==> config.mk <==
export PLATFORM = sky130hd
export DESIGN_NAME = light_tracker
export DESIGN_NICKNAME = d
export VERILOG_FILES = /design/src/rtl/light_tracker_pkg.sv /design/src/rtl/light_tracker_channel_averager.sv /design/src/rtl/light_tracker.sv
export SDC_FILE = /design/constraint.sdc
export NUM_CORES = 1
export LEC_CHECK = 0
export ABC_CLOCK_PERIOD_IN_PS = 4300
export CAP_MARGIN = 10
export CORE_MARGIN = 4
export CORE_UTILIZATION = 50
export CTS_BUF_LIST = sky130_fd_sc_hd__clkbuf_4
export DETAILED_ROUTE_END_ITERATION = 16
export PLACE_DENSITY = 0.67
export SETUP_SLACK_MARGIN = 0.05
export SYNTH_ARGS = -nofsm -noshare
export SYNTH_HDL_FRONTEND = slang
export SYNTH_SLANG_ARGS = --single-unit
==> constraint.sdc <==
create_clock -name clk -period 4.3 [get_ports clk]
set_clock_uncertainty 0.05 [all_clocks]
set_input_delay 0.645 -clock clk [delete_from_list [all_inputs] [get_ports clk]]
set_output_delay 0.645 -clock clk [all_outputs]
set_load 0.01 [all_outputs]
==> src/rtl/light_tracker_pkg.sv <==
// Shared definitions for the sun-tracking decision stage and the servo stage
// that consumes its position code.
package light_tracker_pkg;

   localparam int SAMPLE_W = 12;

   localparam logic [11:0] POS_MIN = 12'd1;
   localparam logic [11:0] POS_CTR = 12'd2;
   localparam logic [11:0] POS_MAX = 12'd3;

   typedef enum logic [1:0] {
      ST_ACCUM   = 2'd0,
      ST_COMPARE = 2'd1,
      ST_SETTLE  = 2'd2
   } lt_state_e;

endpackage

==> src/rtl/light_tracker_channel_averager.sv <==
// One photosensor channel: saturating sample count with a power-of-two
// accumulator, a full flag and a truncated average.
module light_tracker_channel_averager
   import light_tracker_pkg::*;
#(
   parameter int AVG_LOG2 = 4
) (
   input  logic                clk,
   input  logic                rst,
   input  logic                i_clear,
   input  logic                i_valid,
   input  logic [SAMPLE_W-1:0] i_data,
   output logic                o_full,
   output logic [SAMPLE_W-1:0] o_avg
);

   localparam int ACC_W = SAMPLE_W + AVG_LOG2;
   localparam int CNT_W = AVG_LOG2 + 1;
   localparam logic [CNT_W-1:0] FULL_CNT = CNT_W'(1) << AVG_LOG2;

   logic [ACC_W-1:0] r_acc;
   logic [CNT_W-1:0] r_cnt;
   logic             w_full;

   assign w_full = (r_cnt == FULL_CNT);

   // Once the window is full, extra samples are ignored so the average
   // always reflects the first 2^AVG_LOG2 samples.
   always_ff @(posedge clk or negedge rst) begin
      if (!rst) begin
         r_acc <= '0;
         r_cnt <= '0;
      end else if (i_clear) begin
         r_acc <= '0;
         r_cnt <= '0;
      end else if (i_valid && !w_full) begin
         r_acc <= r_acc + ACC_W'(i_data);
         r_cnt <= r_cnt + CNT_W'(1);
      end
   end

   assign o_full = w_full;
   assign o_avg  = r_acc[ACC_W-1:AVG_LOG2];

endmodule

==> src/rtl/light_tracker.sv <==
// Averages east/west photosensor samples, compares against a deadband and
// steps a saturating position code, then waits a settle interval after each move.
module light_tracker
   import light_tracker_pkg::*;
#(
   parameter int          AVG_LOG2   = 4,
   parameter logic [11:0] DEADBAND   = 12'd64,
   parameter logic [11:0] P_MIN      = POS_MIN,
   parameter logic [11:0] P_CTR      = POS_CTR,
   parameter logic [11:0] P_MAX      = POS_MAX,
   parameter logic [11:0] STEP       = 12'd1,
   parameter logic [23:0] SETTLE_CYC = 24'd12_500_000
) (
   input  logic                clk,
   input  logic                rst,
   input  logic                sample_valid,
   input  logic                sample_ch,
   input  logic [SAMPLE_W-1:0] sample_data,
   output logic                sample_ready,
   output logic [11:0]         pos,
   output logic                pos_valid,
   output logic                at_limit,
   output lt_state_e           o_dbg_state
);

   localparam logic signed [12:0] DB_POS = $signed({1'b0, DEADBAND});
   localparam logic signed [12:0] DB_NEG = -DB_POS;
   localparam logic signed [13:0] STEP_S = $signed({2'b00, STEP});
   localparam logic signed [13:0] MIN_S  = $signed({2'b00, P_MIN});
   localparam logic signed [13:0] MAX_S  = $signed({2'b00, P_MAX});

   lt_state_e           r_state;
   lt_state_e           w_next_state;
   logic [11:0]         r_pos;
   logic                r_pos_valid;
   logic                r_at_limit;
   logic                r_sample_ready;
   logic [23:0]         r_settle_cnt;

   logic                w_accept;
   logic                w_full_e, w_full_w;
   logic [SAMPLE_W-1:0] w_avg_e, w_avg_w;
   logic signed [12:0]  w_diff;
   logic                w_want_up, w_want_dn;
   logic signed [13:0]  w_pos_s, w_target;
   logic                w_in_range;
   logic                w_settle_done;
   logic                w_clear, w_move, w_block;

   assign w_accept = sample_valid && r_sample_ready;

   light_tracker_channel_averager #(.AVG_LOG2(AVG_LOG2)) u_avg_east (
      .clk     (clk),
      .rst     (rst),
      .i_clear (w_clear),
      .i_valid (w_accept && !sample_ch),
      .i_data  (sample_data),
      .o_full  (w_full_e),
      .o_avg   (w_avg_e)
   );

   light_tracker_channel_averager #(.AVG_LOG2(AVG_LOG2)) u_avg_west (
      .clk     (clk),
      .rst     (rst),
      .i_clear (w_clear),
      .i_valid (w_accept && sample_ch),
      .i_data  (sample_data),
      .o_full  (w_full_w),
      .o_avg   (w_avg_w)
   );

   // Target is formed with headroom so stepping past either end never wraps.
   assign w_diff        = $signed({1'b0, w_avg_e}) - $signed({1'b0, w_avg_w});
   assign w_want_up     = (w_diff > DB_POS);
   assign w_want_dn     = (w_diff < DB_NEG);
   assign w_pos_s       = $signed({2'b00, r_pos});
   assign w_target      = w_want_up ? (w_pos_s + STEP_S) : (w_pos_s - STEP_S);
   assign w_in_range    = (w_target >= MIN_S) && (w_target <= MAX_S);
   assign w_settle_done = (r_settle_cnt == SETTLE_CYC - 24'd1);

   always_ff @(posedge clk or negedge rst) begin
      if (!rst) r_state <= ST_ACCUM;
      else      r_state <= w_next_state;
   end

   always_comb begin
      w_next_state = r_state;
      w_clear      = 1'b0;
      w_move       = 1'b0;
      w_block      = 1'b0;
      case (r_state)
         ST_ACCUM: begin
            if (w_full_e && w_full_w) w_next_state = ST_COMPARE;
         end
         ST_COMPARE: begin
            if ((w_want_up || w_want_dn) && w_in_range) begin
               w_move       = 1'b1;
               w_next_state = ST_SETTLE;
            end else begin
               w_block      = w_want_up || w_want_dn;
               w_clear      = 1'b1;
               w_next_state = ST_ACCUM;
            end
         end
         ST_SETTLE: begin
            if (w_settle_done) begin
               w_clear      = 1'b1;
               w_next_state = ST_ACCUM;
            end
         end
         default: w_next_state = ST_ACCUM;
      endcase
   end

   always_ff @(posedge clk or negedge rst) begin
      if (!rst) begin
         r_pos          <= P_CTR;
         r_pos_valid    <= 1'b0;
         r_at_limit     <= 1'b0;
         r_sample_ready <= 1'b1;
         r_settle_cnt   <= '0;
      end else begin
         r_pos_valid    <= w_move;
         r_sample_ready <= (w_next_state == ST_ACCUM);
         if (w_move) r_pos <= w_target[11:0];
         if (w_move)       r_at_limit <= 1'b0;
         else if (w_block) r_at_limit <= 1'b1;
         if (r_state == ST_SETTLE && !w_settle_done) r_settle_cnt <= r_settle_cnt + 24'd1;
         else                                        r_settle_cnt <= '0;
      end
   end

   assign sample_ready = r_sample_ready;
   assign pos          = r_pos;
   assign pos_valid    = r_pos_valid;
   assign at_limit     = r_at_limit;
   assign o_dbg_state  = r_state;

endmodule

==> results of run 1 <==
[cells by family after synthesis]
family / after synthesis / share of synthesized area
flip-flops: 83 / 0.357
AND/OR/NAND/NOR: 262 / 0.217
adder cells (fa/ha/maj): 50 / 0.111
multiplexers: 8 / 0.0142
buffers and inverters: 69 / 0.0511
XOR/XNOR: 54 / 0.0812
AO/OA/AOI/OAI: 153 / 0.168
[synth_stat cells (2+ instances only)]
master    number  area, um^2
dfrtp_1       81        2030
nor2_1        79         297
nand2_1       66         248
a21oi_1       61         305
ha_1          47         588
inv_1         41         154
o21ai_0       30         150
nand3_1       28         140
xor2_1        28         245
xnor2_1       26         228
clkbuf_1      21        78.8
nor3_1        17        85.1
nand4_1       16         100
or3_1         13        81.3
o21bai_1      10        75.1
a31oi_1        9        56.3
and3_1         8        50.1
a211oi_1       6        45.0
a21o_1         6        45.0
mux2i_1        6        60.1
a21oi_2        5        43.8
buf_6          5        56.3
nand3b_1       5        37.5
o211ai_1       5        37.5
nand2b_1       4        25.0
and2_1         3        18.8
fa_1           3        60.1
nor2b_1        3        18.8
nor3b_1        3        22.5
nor4b_1        3        26.3
nor4bb_1       3        30.0
o2111a_1       3        33.8
or2_2          3        18.8
and4_1         2        17.5
dfstp_2        2        52.6
mux2_2         2        22.5
nor4_1         2        12.5
o211a_1        2        20.0
o311a_1        2        20.0
or4b_2         2        20.0
[worst paths after layout]
kind,from,endpoint,cells after the start
setup / recovery,u_avg_east.r_acc[4]$_DFFE_PN0P_,u_avg_east.r_acc[14]$_DFFE_PN0P_,14
hold / removal,rst,at_limit$_DFFE_PN0P_,1
setup reg to reg,u_avg_east.r_acc[4]$_DFFE_PN0P_,u_avg_east.r_acc[14]$_DFFE_PN0P_,14
hold reg to reg,pos[4]$_DFFE_PN0N_,pos[4]$_DFFE_PN0N_,0
max in group asynchronous,rst,u_avg_east.r_acc[14]$_DFFE_PN0P_,1
min in group clk,pos[4]$_DFFE_PN0N_,pos[4]$_DFFE_PN0N_,0
[worst max-delay path, stage by stage (launching register included)]
cell and delay [ns]:
dfrtp_1 0.41, inv_1 0.06, ha_1 0.23, fa_1 0.40
nand2b_1 0.18, a211oi_1 0.35, o21ai_0 0.19, xor2_1 0.21
o211a_1 0.20, a41o_2 0.35, mux2_2 0.37, o2111a_1 0.29
a41oi_4 0.18, buf_12 0.24, a31oi_1 0.07
[routing by layer]
layer,vias up,global-route usage
met4,0,0.0642
met1,2301,0.260
met3,16,0.0266
met2,71,0.367
li1,2425,-
met5,-,0
[power groups by stage]
stage	Clock (mW)	Combinational (mW)	Sequential [mW]
finish	0.471	2.20	1.15
floorplan	0	1.82	1.11
global route	0.512	2.52	1.18
global placement	0	2.11	1.15
CTS	0.484	2.20	1.15
detailed placement	0	2.19	1.16
[layout make-up]
type,instances,area (um^2),area share
inverter,41,154,0.0242
multi-input combinational,527,3450,0.543
clock inverter,5,55.1,0.00866
tap,143,179,0.0281
clock buffer,11,82.6,0.0130
sequential,83,2080,0.327
timing repair buffer,35,353,0.0555
[stage by stage]
stage           util  cell area (um^2)  std cells  hold WS [ns]  power (mW)
3_5_place_dp   0.545              6220        829         0.404        3.35
3_3_place_gp   0.545              6220        829         0.390        3.26
6_report       0.557              6360        845         0.310        3.82
5_1_grt        0.557              6360        845         0.390        4.21
4_1_cts        0.557              6360        845         0.353        3.83
2_1_floorplan      -              5820        679         0.299        2.93
[flip-flops by register name (all words and copies together) (netlist names)]
| register | cells |
|---|---|
| at_limit | 1 |
| o_dbg_state | 2 |
| pos | 12 |
| pos_valid | 1 |
| r_settle_cnt | 24 |
| sample_ready | 1 |
| u_avg_east.r_acc | 16 |
| u_avg_east.r_cnt | 5 |
| u_avg_west.r_acc | 16 |
| u_avg_west.r_cnt | 5 |
[layout by cell type, fill, tap and decap left out, types with 13 or more instances in the layout]
cell,n
nand3_1,28
nor3_1,16
dfrtp_1,81
or3_1,13
nand4_1,16
o21ai_0,30
ha_1,47
nor2_1,79
xnor2_1,26
xor2_1,28
a21oi_1,61
clkdlybuf4s50_1,31
nand2_1,66
inv_1,41
==> impl_metrics.json, run 1 <==
{
  "dp_slack_ns": 0.415,
  "p_sw_frac": 0.450,
  "io_pins": 33,
  "post_cts_buffers": 0,
  "synth_fp_nets": 745,
  "grt_pass1_wl_um": 22400,
  "rsz0062_at_grt": "no",
  "rows": 39,
  "worstSetupPathType": "flip-flop to flip-flop",
  "grt_max_degree": 84,
  "p_leak_nw": 2.79,
  "antenna_cells": 0,
  "overflow": 0,
  "clk_latency_ns": 0.44,
  "area_delta_synth_final_pct": 9.20,
  "wl_met2_um": 6320,
  "drv_cap": 0,
  "crit_arrival_ns": 4.23,
  "p_per_area_nw_per_um2": 601,
  "cts_sinks": 83,
  "drcViolationCount": 0,
  "ctsHoldBuffers": 0,
  "post-route-period-util": 0.921,
  "cts_tree": "built",
  "finalHoldViolCount": 0,
  "power_frac_seq": 0.301,
  "via_per_inst": 5.70,
  "ys_ff_latch": 83,
  "n_fill_cell": 1075,
  "ys.flop_type": "dfrtp_1",
  "dieArea_um2": 13400,
  "highest_layer": "met4",
  "worst_pin_slew_ns": 1.08,
  "die_w_um": 116,
  "clock_path_buffers": 2,
  "r2r_slack_ns": 0.34,
  "netlist_instances": 679,
  "drive_above_1_share": 0.0584,
  "synth.avg_cell_area_um2": 8.57,
  "power.switching_mw": 1.72,
  "start_util": 0.510,
  "period_minus_slack_ns": 3.96,
  "synth_cell_type_count": 58,
  "place_hpwl_um": 9340,
  "syn_area_um2": 5820,
  "synth-seq-area-share": 0.357,
  "h-tree-depth": 3,
  "hp-class": "input port to async pin",
  "clkSlewWorstSetupHoldPaths_ns": 0.14,
  "numCtsBuffers": 9,
  "wire_per_inst_um": 15.1,
  "final_nets": 763,
  "port_buffers": 32,
  "drt_pass1_iterations": 4,
  "relSlewSlack": 0.278,
  "setup_viol": 0,
  "ys_async_sr_fraction": 1.00,
  "synth_edf_count": 0,
  "slew_violations": 0,
  "gp_congestion": 0.863,
  "via_count": 4813,
  "grtUsageTotal": 0.206,
  "core_um2": 11400,
  "internal-power_mw": 2.10,
  "tns_ns": 0,
  "p_comb_frac": 0.576,
  "grt_pass1_vias": 4889,
  "m1WireLength_um": 5930,
  "cp-end-kind": "flip-flop",
  "vdd_ir_drop_max_uv": 360,
  "fp.dieH_um": 116,
  "cts.repair.resized": 0,
  "cts_root_buffer": "clkbuf_4",
  "ant_nets": 0,
  "cp_data_required_time_ns": 4.57,
  "cp_max_fo": 42,
  "outcome": "completed",
  "met3_length_um": 313,
  "worst_slack_ns": 0.339,
  "synth_warnings": 0,
  "antenna_found_initial": 0,
  "worstSetupStartpointType": "flip-flop",
  "p_clk_frac": 0.123,
  "wl_um": 12800,
  "fmax_ghz": 0.252,
  "drt_iter0_markers": 332
}
Note: power is estimated with default switching activity, not from simulation.
==> run 2, diff against run 1 <==
Settings changed: CTS_BUF_LIST sky130_fd_sc_hd__clkbuf_4 to not set.
==> run 2 against run 1 <==
Total power up 8.1%; final cell count is the same; first-iteration DRC count increased by 8.1%; count of clock-buffer cells in the layout is the same; global-route usage is 0.38 points higher; die area is the same; worst setup slack improved by 0.022 ns; hold slack better by 0.10 ns; sequential power is essentially flat; sequential share of layout area decreased by 0.75 points; critical endpoint is now u_avg_east.r_cnt[2]$_DFFE_PN0P_; largest cell class unchanged.
==> impl_metrics.json, run 2 (synthesis gave the netlist of run 1 again) <==
{
  "outcome": "completed",
  "grt_max_degree": 84,
  "cp_slowest_cell": "fa_1",
  "crit_arrival_ns": 4.12,
  "p_leak_nw": 2.85,
  "die_w_um": 116,
  "numCtsBuffers": 9,
  "cp-end-kind": "flip-flop",
  "rows": 39,
  "clk_latency_ns": 0.35,
  "drcViolationCount": 0,
  "ctsHoldBuffers": 0,
  "fmax_ghz": 0.254,
  "relSlewSlack": 0.280,
  "grt_pass1_vias": 4906,
  "finalHoldViolCount": 0,
  "grt.busiest_layer": "met2",
  "worst_pin_slew_ns": 1.08,
  "gr-usage-met2": 0.369,
  "tns_ns": 0,
  "gp_congestion": 0.863,
  "start_util": 0.510,
  "use_met3": 0.0423,
  "worstSetupPathType": "flip-flop to flip-flop",
  "critPathMaxStageDelay_ns": 0.40,
  "top_register": "r_settle_cnt",
  "via_count": 4846,
  "power_mw": 4.13,
  "final_cell_mix": "dfrtp_1, nor2_1, nand2_1, a21oi_1, ha_1",
  "place_hpwl_um": 9340,
  "drv_cap": 0,
  "cp_max_fo": 42,
  "vdd_ir_drop_max_uv": 347,
  "via_per_inst": 5.73,
  "wl_um": 12900,
  "cts.repair.resized": 0,
  "post_cts_buffers": 0,
  "rsz0062_at_grt": "no",
  "clkSlewWorstSetupHoldPaths_ns": 0.06,
  "dieArea_um2": 13400,
  "setup_viol": 0,
  "period_minus_slack_ns": 3.94,
  "p_per_area_nw_per_um2": 634,
  "cts_root_buffer": "clkbuf_16",
  "cts_tree": "built",
  "clock_path_buffers": 2,
  "post-route-period-util": 0.916,
  "area_delta_synth_final_pct": 11.8,
  "drt_iter0_markers": 359,
  "io_pins": 33,
  "final_util": 0.570,
  "final_common_cell": "dfrtp_1",
  "overflow": 0,
  "n_fill_cell": 1047,
  "slew_violations": 0,
  "worstPathCellList": "inv_1 > ha_1 > fa_1 > nand2b_1 > a211oi_1 > o21ai_0 > xor2_1 > o211a_1 > a41o_2 > mux2_2 > o2111a_1 > a41oi_4 > buf_12 > nor2_1",
  "grt_use_met1": 0.260,
  "antenna_found_initial": 0,
  "hp-class": "input port to async pin",
  "drive_above_1_share": 0.0556,
  "ant_nets": 0,
  "port_buffers": 32,
  "core_um2": 11400,
  "antenna_cells": 0,
  "final_nets": 763,
  "cp_num_buf_inv": 2,
  "crit_family": "compound AO/OA/AOI/OAI gates",
  "grtUsageTotal": 0.210,
  "cts_sinks": 83,
  "wire_per_inst_um": 15.3,
  "reg_top3": "r_settle_cnt x24, u_avg_east.r_acc x16, u_avg_west.r_acc x16",
  "worstSetupStartpointType": "flip-flop",
  "cp_data_required_time_ns": 4.48,
  "fp.dieH_um": 116,
  "largest_reg_flops": 24,
  "drt_pass1_iterations": 4,
  "grt_pass1_wl_um": 22600,
  "h-tree-depth": 3
}
-- run 2: area by class of cell --
cell class | count | area (um^2) | share of cell area
multi-input combinational | 527 | 3450 | 0.531
sequential | 83 | 2080 | 0.320
clock buffer | 11 | 233 | 0.0358
clock inverter | 5 | 55.1 | 0.00846
inverter | 41 | 154 | 0.0236
tap | 143 | 179 | 0.0275
timing repair buffer | 35 | 353 | 0.0542
-- run 2: final timing paths --
| check | start | slack, ns | end | depth (start not counted) |
|---|---|---|---|---|
| hold / removal | rst | 0.41 | pos[5]$_DFFE_PN0N_ | 1 |
| min in group clk | pos[4]$_DFFE_PN0N_ | 0.42 | pos[4]$_DFFE_PN0N_ | 0 |
| hold reg to reg | pos[4]$_DFFE_PN0N_ | 0.41 | pos[4]$_DFFE_PN0N_ | 0 |
| setup reg to reg | u_avg_east.r_acc[4]$_DFFE_PN0P_ | 0.36 | u_avg_east.r_cnt[2]$_DFFE_PN0P_ | 14 |
| max in group asynchronous | rst | 3.06 | u_avg_west.r_acc[6]$_DFFE_PN0P_ | 1 |
| setup / recovery | u_avg_east.r_acc[4]$_DFFE_PN0P_ | 0.36 | u_avg_east.r_cnt[2]$_DFFE_PN0P_ | 14 |
-- run 2: metal layers --
metal / vias up / part of all wire
met5: - / 0
met4: 0 / 0.015
met3: 15 / 0.031
met2: 73 / 0.50
met1: 2336 / 0.46
li1: 2422 / -
-- run 2: power breakdown --
group / switching (mW) / internal, mW / leakage (nW) / total, mW
clock: 0.328 / 0.449 / 0.136 / 0.777
combinational: 1.25 / 0.947 / 1.65 / 2.20
sequential: 0.185 / 0.966 / 1.07 / 1.15
-- run 2: metrics by stage --
step	worst slack, ns	std cells	hold WS [ns]	instance area [um^2]
detailed placement	0.415	829	0.404	6220
floorplan	0.906	679	0.299	5820
global route	0.0778	845	0.452	6510
global placement	0.536	829	0.390	6220
CTS	0.389	845	0.420	6510
finish	0.361	845	0.415	6510
==> run 3, diff against run 2 <==
Settings changed: HOLD_SLACK_MARGIN set to 0.15, PLACE_DENSITY 0.67 to 0.74.
==> run 3 against run 2 <==
Die area stayed put; sequential share of layout area fell by 0.16 points; design area increased by 0.50%; largest cell class unchanged.
==> impl_metrics.json, run 3 (synthesis gave the netlist of run 1 again) <==
{
  "drv_cap": 0,
  "worstPathCellList": "inv_1 > ha_1 > fa_1 > nand2b_1 > a211oi_1 > o21ai_0 > xor2_1 > o211a_1 > a41o_2 > mux2_2 > o2111a_1 > a41oi_4 > buf_12 > nor2_1",
  "p_sw_frac": 0.416,
  "h-tree-depth": 3,
  "power_frac_seq": 0.276,
  "clkSlewWorstSetupHoldPaths_ns": 0.06,
  "io_pins": 33,
  "final_nets": 763,
  "cp-end-kind": "flip-flop",
  "numCtsBuffers": 9,
  "p_leak_nw": 2.88,
  "fp.dieH_um": 116,
  "cts_tree": "built",
  "start_util": 0.510,
  "wire_per_inst_um": 14.7,
  "place_inst": 829,
  "worst_slack_ns": 0.440,
  "top_register": "r_settle_cnt",
  "drcViolationCount": 0,
  "design_area_um2": 6540,
  "rsz0062_at_grt": "no",
  "gp_congestion": 0.843,
  "dp_slack_ns": 0.437,
  "clk_latency_ns": 0.33,
  "post-route-period-util": 0.898,
  "drt_pass1_iterations": 5,
  "dieArea_um2": 13400,
  "clock_path_buffers": 2,
  "antenna_cells": 0,
  "cts_root_buffer": "clkbuf_16",
  "power_mw": 4.18,
  "vdd_ir_drop_max_uv": 356,
  "cp_data_required_time_ns": 4.47,
  "worstReg2RegEnd": "u_avg_west.r_acc[3]$_DFFE_PN0P_",
  "grt_pass1_vias": 4816,
  "overflow": 0,
  "wl_um": 12400,
  "period_minus_slack_ns": 3.86,
  "worst_pin_slew_ns": 1.04,
  "post_cts_buffers": 0,
  "cts.repair.resized": 0,
  "port_buffers": 32,
  "drt_iter0_markers": 342,
  "p_comb_frac": 0.526,
  "relSlewSlack": 0.309,
  "worstSetupStartpointType": "flip-flop",
  "antenna_found_initial": 0,
  "tns_ns": 0,
  "r2r_slack_ns": 0.44,
  "grtUsageTotal": 0.199,
  "via_count": 4811,
  "worstHoldPathCells": 0,
  "ant_nets": 0,
  "largest_reg_flops": 24,
  "final_common_cell": "dfrtp_1",
  "drive_above_1_share": 0.0556,
  "finalNonFillerCells": 845,
  "hold_end": "pos[4]$_DFFE_PN0N_",
  "grt_max_degree": 84,
  "finalHoldViolCount": 0,
  "cts_sinks": 83,
  "fmax_ghz": 0.259,
  "worstSetupPathType": "flip-flop to flip-flop",
  "p_clk_frac": 0.198,
  "via_per_inst": 5.69,
  "die_w_um": 116,
  "outcome": "completed",
  "cp_slowest_cell": "fa_1",
  "postPlaceCellArea_um2": 6220,
  "power.switching_mw": 1.74,
  "slew_violations": 0,
  "final_cell_mix": "dfrtp_1, nor2_1, nand2_1, a21oi_1, ha_1",
  "setup_viol": 0,
  "rows": 39,
  "ff2ff_path_depth": 14,
  "place_hpwl_um": 9060,
  "crit_arrival_ns": 4.03,
  "area_delta_synth_final_pct": 12.3,
  "cp_max_fo": 42,
  "hp-start": "pos[4]$_DFFE_PN0N_",
  "p_per_area_nw_per_um2": 639,
  "reg_top3": "r_settle_cnt x24, u_avg_east.r_acc x16, u_avg_west.r_acc x16",
  "core_um2": 11400,
  "ctsHoldBuffers": 0,
  "hp-class": "flip-flop to flip-flop",
  "internal-power_mw": 2.44,
  "r2r-start": "u_avg_east.r_acc[4]$_DFFE_PN0P_",
  "critPathMaxStageDelay_ns": 0.40,
  "grt_pass1_wl_um": 21800
}
==> run 3: worst max-delay path by stage <==
stage / start / to / cells past startpoint
4_1_cts: u_avg_east.r_acc[4]$_DFFE_PN0P_ / u_avg_east.r_cnt[0]$_DFFE_PN0P_ / 14
3_5_place_dp: u_avg_east.r_acc[4]$_DFFE_PN0P_ / u_avg_east.r_acc[6]$_DFFE_PN0P_ / 14
6_report: u_avg_east.r_acc[4]$_DFFE_PN0P_ / u_avg_west.r_acc[3]$_DFFE_PN0P_ / 14
2_1_floorplan: u_avg_west.r_acc[5]$_DFFE_PN0P_ / u_avg_west.r_acc[13]$_DFFE_PN0P_ / 14
5_1_grt: u_avg_east.r_acc[4]$_DFFE_PN0P_ / u_avg_west.r_acc[14]$_DFFE_PN0P_ / 14
3_3_place_gp: u_avg_east.r_acc[4]$_DFFE_PN0P_ / u_avg_west.r_acc[2]$_DFFE_PN0P_ / 14
==> run 3: power groups by stage <==
stage | clock network [mW] | logic, mW | registers (mW)
CTS | 0.841 | 2.21 | 1.15
finish | 0.827 | 2.20 | 1.15
global route | 0.880 | 2.52 | 1.18
detailed placement | 0 | 2.19 | 1.16
floorplan | 0 | 1.82 | 1.11
global placement | 0 | 2.08 | 1.15
==> run 3: final cells by class <==
type                       count  area, um^2
clock inverter                 4        73.8
timing repair buffer          35         353
sequential                    83        2080
inverter                      41         154
clock buffer                  12         246
multi-input combinational    527        3450
tap                          143         179
fill                        1022        4880
==> run 3: routing by layer <==
metal	GRT usage	part of all wire	wire (um)	vias to the layer above
met3	0.0418	0.035	434	16
met5	0	0	0	-
li1	-	-	-	2429
met1	0.247	0.45	5630	2286
met2	0.352	0.50	6200	80
met4	0.0526	0.013	163	0
==> run 3: per-stage QoR <==
step | hold WS [ns] | utilization
2_1_floorplan | 0.299 | -
3_3_place_gp | 0.384 | 0.545
3_5_place_dp | 0.393 | 0.545
4_1_cts | 0.409 | 0.573
5_1_grt | 0.436 | 0.573
6_report | 0.410 | 0.573
==> run 3: worst max-delay path, delay by kind of cell, from the launching register on <==
family          cells  cell delay [ns]
simple gates        2             0.25
buf+inv             2             0.31
flops               1             0.37
compound gates      6             1.51
fa+ha+maj           2             0.63
xor+xnor            1             0.21
mux                 1             0.36
